File: src/rtl/pi_ctl_slew_limiter.sv
// Per-lane PI code slew limiter: moves each output code toward its target along the shortest
// circular path, at most max_step LSB per tick. Optional macro PI_SLEW_SATCNT_EN adds sat_cnt.
module pi_ctl_slew_limiter #(
  parameter int Npi   = 9,
  parameter int Nout  = 4,
  parameter int Nstep = 4,
  parameter int Ndiv  = 4
) (
  input  logic                  clk,
  input  logic                  rstb,
  input  logic [Nout*Npi-1:0]   pi_ctl_tgt,
  input  logic                  en_slew,
  input  logic                  freeze,
  input  logic                  init,
  input  logic [Nstep-1:0]      max_step,
  input  logic [Ndiv-1:0]       ndiv_tick,
  output logic [Nout*Npi-1:0]   pi_ctl_out,
  output logic [Nout-1:0]       settled,
  output logic                  busy
`ifdef PI_SLEW_SATCNT_EN
  ,
  output logic [Nout*16-1:0]    sat_cnt
`endif
);

  localparam int W = Npi + 2;
  localparam logic [Npi-1:0] HALF = {1'b1, {(Npi-1){1'b0}}};

  typedef enum logic [1:0] {INIT, TRACK, HOLD} state_t;

  state_t              state_q, state_d;
  logic [Ndiv-1:0]     cnt_q, cnt_d;
  logic [Nout*Npi-1:0] out_q, out_d;
  logic [Nout*Npi-1:0] slew_out;
  logic [Nout-1:0]     over_step;
  logic                tick;

  assign tick = (cnt_q == ndiv_tick);

  always_comb begin
    cnt_d = tick ? '0 : cnt_q + 1'b1;
  end

  // Signed circular distance, widened so clamping and negation never overflow.
  always_comb begin
    logic [Npi-1:0]        diff;
    logic signed [W-1:0]   diff_ext;
    logic signed [W-1:0]   lim;
    logic signed [W-1:0]   step;
    logic                  over_pos;
    slew_out  = '0;
    over_step = '0;
    lim       = signed'({{(W-Nstep){1'b0}}, max_step});
    for (int i = 0; i < Nout; i++) begin
      diff = pi_ctl_tgt[i*Npi +: Npi] - out_q[i*Npi +: Npi];
      if (diff == HALF)
        diff_ext = signed'({2'b00, diff});
      else
        diff_ext = signed'({{2{diff[Npi-1]}}, diff});
      over_pos     = (diff_ext > lim);
      over_step[i] = over_pos || (diff_ext < -lim);
      if (over_step[i])
        step = over_pos ? lim : -lim;
      else
        step = diff_ext;
      slew_out[i*Npi +: Npi] = out_q[i*Npi +: Npi] + step[Npi-1:0];
    end
  end

  // init loads the target immediately and wins over freeze from any state.
  always_comb begin
    state_d = state_q;
    out_d   = out_q;
    if (init) begin
      state_d = INIT;
      out_d   = pi_ctl_tgt;
    end else begin
      case (state_q)
        INIT: begin
          out_d   = pi_ctl_tgt;
          state_d = TRACK;
        end
        TRACK: begin
          if (freeze)
            state_d = HOLD;
          else if (!en_slew)
            out_d = pi_ctl_tgt;
          else if (tick)
            out_d = slew_out;
        end
        HOLD: begin
          if (!freeze)
            state_d = TRACK;
        end
        default: state_d = INIT;
      endcase
    end
  end

  always_ff @(posedge clk or negedge rstb) begin
    if (!rstb) begin
      state_q <= INIT;
      cnt_q   <= '0;
      out_q   <= '0;
    end else begin
      state_q <= state_d;
      cnt_q   <= cnt_d;
      out_q   <= out_d;
    end
  end

  assign pi_ctl_out = out_q;

  always_comb begin
    for (int i = 0; i < Nout; i++)
      settled[i] = (state_q != INIT) && (out_q[i*Npi +: Npi] == pi_ctl_tgt[i*Npi +: Npi]);
  end

  assign busy = (state_q == TRACK) && !(&settled);

`ifdef PI_SLEW_SATCNT_EN
  logic [Nout*16-1:0] sat_q, sat_d;

  // Counts slew-limited ticks per lane, saturating.
  always_comb begin
    sat_d = sat_q;
    if (init) begin
      sat_d = '0;
    end else if (state_q == TRACK && !freeze && en_slew && tick) begin
      for (int i = 0; i < Nout; i++)
        if (over_step[i] && sat_q[i*16 +: 16] != 16'hFFFF)
          sat_d[i*16 +: 16] = sat_q[i*16 +: 16] + 16'd1;
    end
  end

  always_ff @(posedge clk or negedge rstb) begin
    if (!rstb)
      sat_q <= '0;
    else
      sat_q <= sat_d;
  end

  assign sat_cnt = sat_q;
`endif

endmodule

File: config.mk
export PLATFORM = sky130hd
export DESIGN_NAME = pi_ctl_slew_limiter
export DESIGN_NICKNAME = d
export VERILOG_FILES = /design/src/rtl/pi_ctl_slew_limiter.sv
export SDC_FILE = /design/constraint.sdc
export NUM_CORES = 1
export LEC_CHECK = 0
export ABC_AREA = 0
export CORE_MARGIN = 1.5
export CORE_UTILIZATION = 52
export DETAILED_ROUTE_END_ITERATION = 7
export GPL_TIMING_DRIVEN = 0
export PLACE_DENSITY_LB_ADDON = 0.2
export SYNTH_ARGS = -nofsm -noshare
export SYNTH_HDL_FRONTEND = slang
export SYNTH_SLANG_ARGS = --single-unit
File: constraint.sdc
create_clock -name clk -period 6.1 [get_ports clk]
set_clock_uncertainty 0.05 [all_clocks]
set_input_delay 1.22 -clock clk [delete_from_list [all_inputs] [get_ports clk]]
set_output_delay 1.22 -clock clk [all_outputs]
set_load 0.02 [all_outputs]
# Yosys cells after proc, flatten, opt, wreduce, memory -nomap -nowiden
# Cells that the tools add are included.
# word_totals
reg_bits,42
output_inout_bits,41
# classes
n_mux,22
reduce_logical,16
n_lt_le_gt_ge,8
n_eq_ne,15
add_sub_neg,10
# op_table
cell,n
2-to-1 mux 36 bit,4
2-to-1 mux 9 bit,8
case mux 36 bit (2 select lines),1
> comparator 11 x 5 -> 1 bit,4
< comparator 11 bit,4
2-to-1 mux 11 bit,4
adder 9 bit,4
equality test 9 bit,4
"equality test 9 bit, second input constant",4
subtractor 9 bit,4
negation 4 -> 11 bit,1
"!= test 3 bit, second input constant",3
2-to-1 mux 2 bit,3
case mux 2 bit (3 select lines),1
logical AND 1 bit,5
"adder 4 x 1 -> 4 bit, second input constant",1
equality test 4 bit,1
logical OR 1 bit,4
2-to-1 mux 4 bit,1
"!= test 4 bit, second input constant",1
AND reduction 4 bit,1
AND reduction 3 bit,1
nonzero test 3 bit,1
"equality test 2 x 1 -> 1 bit, second input constant",1
5 further kinds,5

# Logic depth before layout (Yosys ltp)
# depth
depth_word,12
depth_mapped,30

# Worst setup path before layout
# No wires, ideal clock.
# synth_timing
path_type,input to register
from,input port pi_ctl_tgt[0]
to,register out_q[8] (netlist: pi_ctl_out[8])
t_arrival_ps,6613
path_buffers,1
stages,28
required_time_ps,5915
path_slack_ps,-698
path_cell_list,inv_1 -> ha_1 -> inv_1 -> fa_1 -> xor2_1 -> or3b_2 -> or4_1 -> o21a_1 -> ha_1 -> inv_1 -> a2111o_1 -> nor2_1 -> a221oi_1 -> clkbuf_1 -> o21ai_0 -> nand2_1 -> o21ai_0 -> ha_1 -> fa_1 -> a21oi_1 -> nor2_1 -> nor2_1 -> o21bai_1 -> a21oi_1 -> o21ai_0 -> nor3_1 -> or2_0 -> o211ai_1
# synth_via
elab_chain_len,12
elab_cells_between_ends,14
cone_classes,2 x add/sub; 2 x order compare; 1 x eq/ne; 8 x mux; 1 x reduce/logical
# synth_lines
element,line_no,rtl
"start, declared",11,"input logic [Nout*Npi-1:0] pi_ctl_tgt,"
subtractor 9 bit (*),55,diff = pi_ctl_tgt[i*Npi +: Npi] - out_q[i*Npi +: Npi];
equality test 9 bit,56,if (diff == HALF)
2-to-1 mux 11 bit (*),56,
> comparator 11 x 5 -> 1 bit / < comparator 11 bit (equally long branches),"60, 61",
2-to-1 mux 9 bit / logical OR 1 bit (equally long branches),"63, 61",
2-to-1 mux 9 bit (*),62,if (over_step[i])
adder 9 bit (*),66,slew_out[i*Npi +: Npi] = out_q[i*Npi +: Npi] + step[Npi-1:0];
2-to-1 mux 36 bit (*),88,else if (tick)
2-to-1 mux 36 bit (*),86,else if (!en_slew)
2-to-1 mux 36 bit (*),84,if (freeze)
case mux 36 bit (2 select lines) (*),78,case (state_q)
2-to-1 mux 36 bit (*),74,if (init) begin
"end signal, assigned",108,out_q <= out_d;
"end, declared",33,"logic [Nout*Npi-1:0] out_q, out_d;"
# Every way passes the cells marked *; elsewhere a longest branch is shown, timed or not. The select of a mux whose other input is x is not followed.
# A chain may end at the register's enable or synchronous reset.

# Final worst setup path
# layout_timing
from,input port pi_ctl_tgt[18]
to,register out_q[26] (netlist: pi_ctl_out[26])
# The elaborated chain is that of the path after synthesis.

==> impl_metrics.yaml <==
run_status:
  status: "finished with violations"
  violations: "negative setup slack"
critical_path:
  crit_slowest_cell: "o31a_1"
  critPathMaxFanout: 4
  crit_path_start_kind: "input pin"
  crit_type: "in2reg"
  crit_required_ns: 6.29
  worstPathArrival_ns: 6.53
  cpMostUsedCell: "a21oi_2"
  endpoint_kind: "flop"
  slowest_delay_ns: 0.41
detailed_routing:
  vias: 7880
  totalWireLength_um: 24600
  drc: 0
  drtPass1Iterations: 8
  vias_per_cell: 6.33
  dr.first_iter.drc_count: 639
  wl_per_cell_um: 19.8
  ant_nets: 0
synthesis:
  synth_edf_count: 0
  ys_seq_area_share_pct: 14.9
  synth_top_area_share_pct: 22.5
  synthMostInstantiatedCell: "ha_1"
  synth_top_area_cell: "ha_1"
  synthesis.nets: 1085
  async_reset_ff_share_pct: 100
  ys_seq_elements: 42
  syn_inst: 901
  ys.flop_type: "dfrtp_1"
  synth_commonest_cells: "ha_1, a21oi_1, inv_1, nor2_1, o21ai_0"
  ys_warn_count: 0
  ys_types: 76
  avgSynthCellArea_um2: 7.85
  mappedNetlistArea_um2: 7070
  synth_area_leaders: "ha_1, dfrtp_1, a21oi_1, o21ai_0, xnor2_1"
placed_design:
  port-buffer-count: 88
  placed_area_um2: 8340
  post-place-cells: 1166
  gp_congestion: 0.941
  dpl.hpwl_um: 16200
clock_network:
  cts_buffer_depth: 2
  cts_buffers: 5
  clk_pin_slew_ns: 0.07
  clockRootBuffer: "clkbuf_16"
  cts.sinks: 42
  cts_tree: "yes"
  cts_hold_repair.buffers: 0
  htreeDepth: 2
  insertion_delay_ns: 0.31
timing:
  worst_slack_ns: -0.239
  finalSetupViolCount: 9
  worstMarginPinSlew_ns: 1.08
  fmax_ghz: 0.158
  final-hold-violation-count: 0
  holdWs_ns: 0.491
  finalCritPeriodShare_pct: 104
  rsz0062_at_grt: "true"
  maxSlewHeadroom_pct: 27.9
  drv_slew: 0
  period_needed_ns: 6.34
final_layout:
  drive_gt1_share_pct: 25.1
  layout.nets: 1252
  stdcell_area_um2: 9960
  instances_no_fill: 1245
  antennaDiodeCount: 0
  fillCellCount: 927
  synthToLayoutAreaGrowth_pct: 40.8
  fin_util_pct: 75.2
power:
  p_leak_uw: 0.00437
  vdd_drop_max_v: 0.000220
  power_density_nw_per_um2: 536
global_route:
  grt_max_degree: 36
  overflow: 0
  grt_pass1_wl_um: 36800
  first_global_vias: 7387
  track_usage_pct: 32.2
  antenna_found_initial: 0
floorplan:
  start_util_pct: 53.4
  die_h_um: 120
  dieArea_um2: 14300
  core_um2: 13200
  die_x_um: 120
  num_rows: 42
  pin_count: 90
min_path:
  hp-class: "reg2reg"
job:
  maxCapViolations: 0
per-layer routing:
metal	global-route usage, %	vias up	wire length (µm)
li1	-	3649	-
met1	41.1	3715	10000
met2	54.0	405	11600
met3	3.71	111	1780
met4	15.7	0	1200
met5	0	-	0
worst max-delay path, delay by kind of cell:
kind,cells,cell delay [ns]
xor+xnor,1,0.24
simple gates,5,0.78
compound gates,13,2.47
fa+ha+maj,5,1.29
buf+inv,6,0.52
repair_timing:
| item | 4_1_cts | 5_1_grt |
|---|---|---|
| setup buffers | 55 | 28 |
| setup endpoints to repair | 30 | 23 |
| gates resized for setup | 125 | 112 |
| endpoints found under the hold margin | 0 | 0 |
| gates cloned | 1 | 0 |
| pin swaps | 72 | 89 |
through the flow:
step / power (µW) / worst slack, ns / setup TNS [ns]
finish: 5330 / -0.239 / -0.871
global route: 5700 / -0.377 / -2.84
CTS: 4740 / -0.170 / -0.615
detailed placement: 3700 / -1.51 / -29.03
global placement: 3640 / -1.49 / -28.48
floorplan: 2990 / -0.146 / -0.265
registers in the layout, indices dropped and copies added, names as in the netlist:
register and cells:
cnt_q 4, state_q 2, pi_ctl_out 36
cells by family (layout without fill, tap and decap cells):
kind of cell	count (synthesis)	in the layout	synth area share [%]
adder cells (fa/ha/maj)	135	135	24.7
AO/OA/AOI/OAI	292	292	27.0
flip-flops	42	42	14.9
XOR/XNOR	55	55	6.81
AND/OR/NAND/NOR	248	248	17.9
buffers and inverters	110	278	5.98
multiplexers	19	19	2.69
layout by cell type, fill, tap and decap left out, types with 18 or more instances in the layout:
master	count
a211oi_1	23
buf_4	75
o21ai_0	37
a21oi_2	26
clkbuf_1	18
nor2b_1	18
clkdlybuf4s50_1	64
nor2_1	69
inv_1	67
a21oi_1	57
o21a_1	20
xor2_1	18
nand2_1	53
dfrtp_1	42
ha_4	24
ha_1	93
xnor2_1	27
report_power, final:
group	leakage, µW	internal, µW	switching (µW)	total [µW]
Sequential	0.000496	347	86.5	434
Clock	0.0000781	195	139	333
Combinational	0.00379	2220	2350	4570
cell type report:
cell class | instances | area (µm²) | area share, %
multi-input combinational | 749 | 6550 | 65.8
inverter | 76 | 313 | 3.14
sequential | 42 | 1050 | 10.6
timing repair inverter | 1 | 7.51 | 0.0754
timing repair buffer | 167 | 1500 | 15.1
clock inverter | 1 | 30.0 | 0.302
tap | 176 | 220 | 2.21
clock buffer | 7 | 133 | 1.33
buffer | 26 | 148 | 1.48
worst paths after layout:
check / slack (ns) / depth (start not counted) / endpoint / start
setup / recovery: -0.24 / 30 / pi_ctl_out[26]$_DFFE_PN0P_ / pi_ctl_tgt[18]
hold / removal: 0.49 / 1 / cnt_q[0]$_DFF_PN0_ / cnt_q[0]$_DFF_PN0_
setup reg to reg: 0.31 / 28 / pi_ctl_out[26]$_DFFE_PN0P_ / pi_ctl_out[18]$_DFFE_PN0P_
hold reg to reg: 0.49 / 1 / cnt_q[0]$_DFF_PN0_ / cnt_q[0]$_DFF_PN0_
max in group asynchronous: 4.78 / 2 / pi_ctl_out[21]$_DFFE_PN0P_ / rstb
min in group asynchronous: 0.73 / 1 / pi_ctl_out[9]$_DFFE_PN0P_ / rstb
Power figures use the tool's default switching activity.
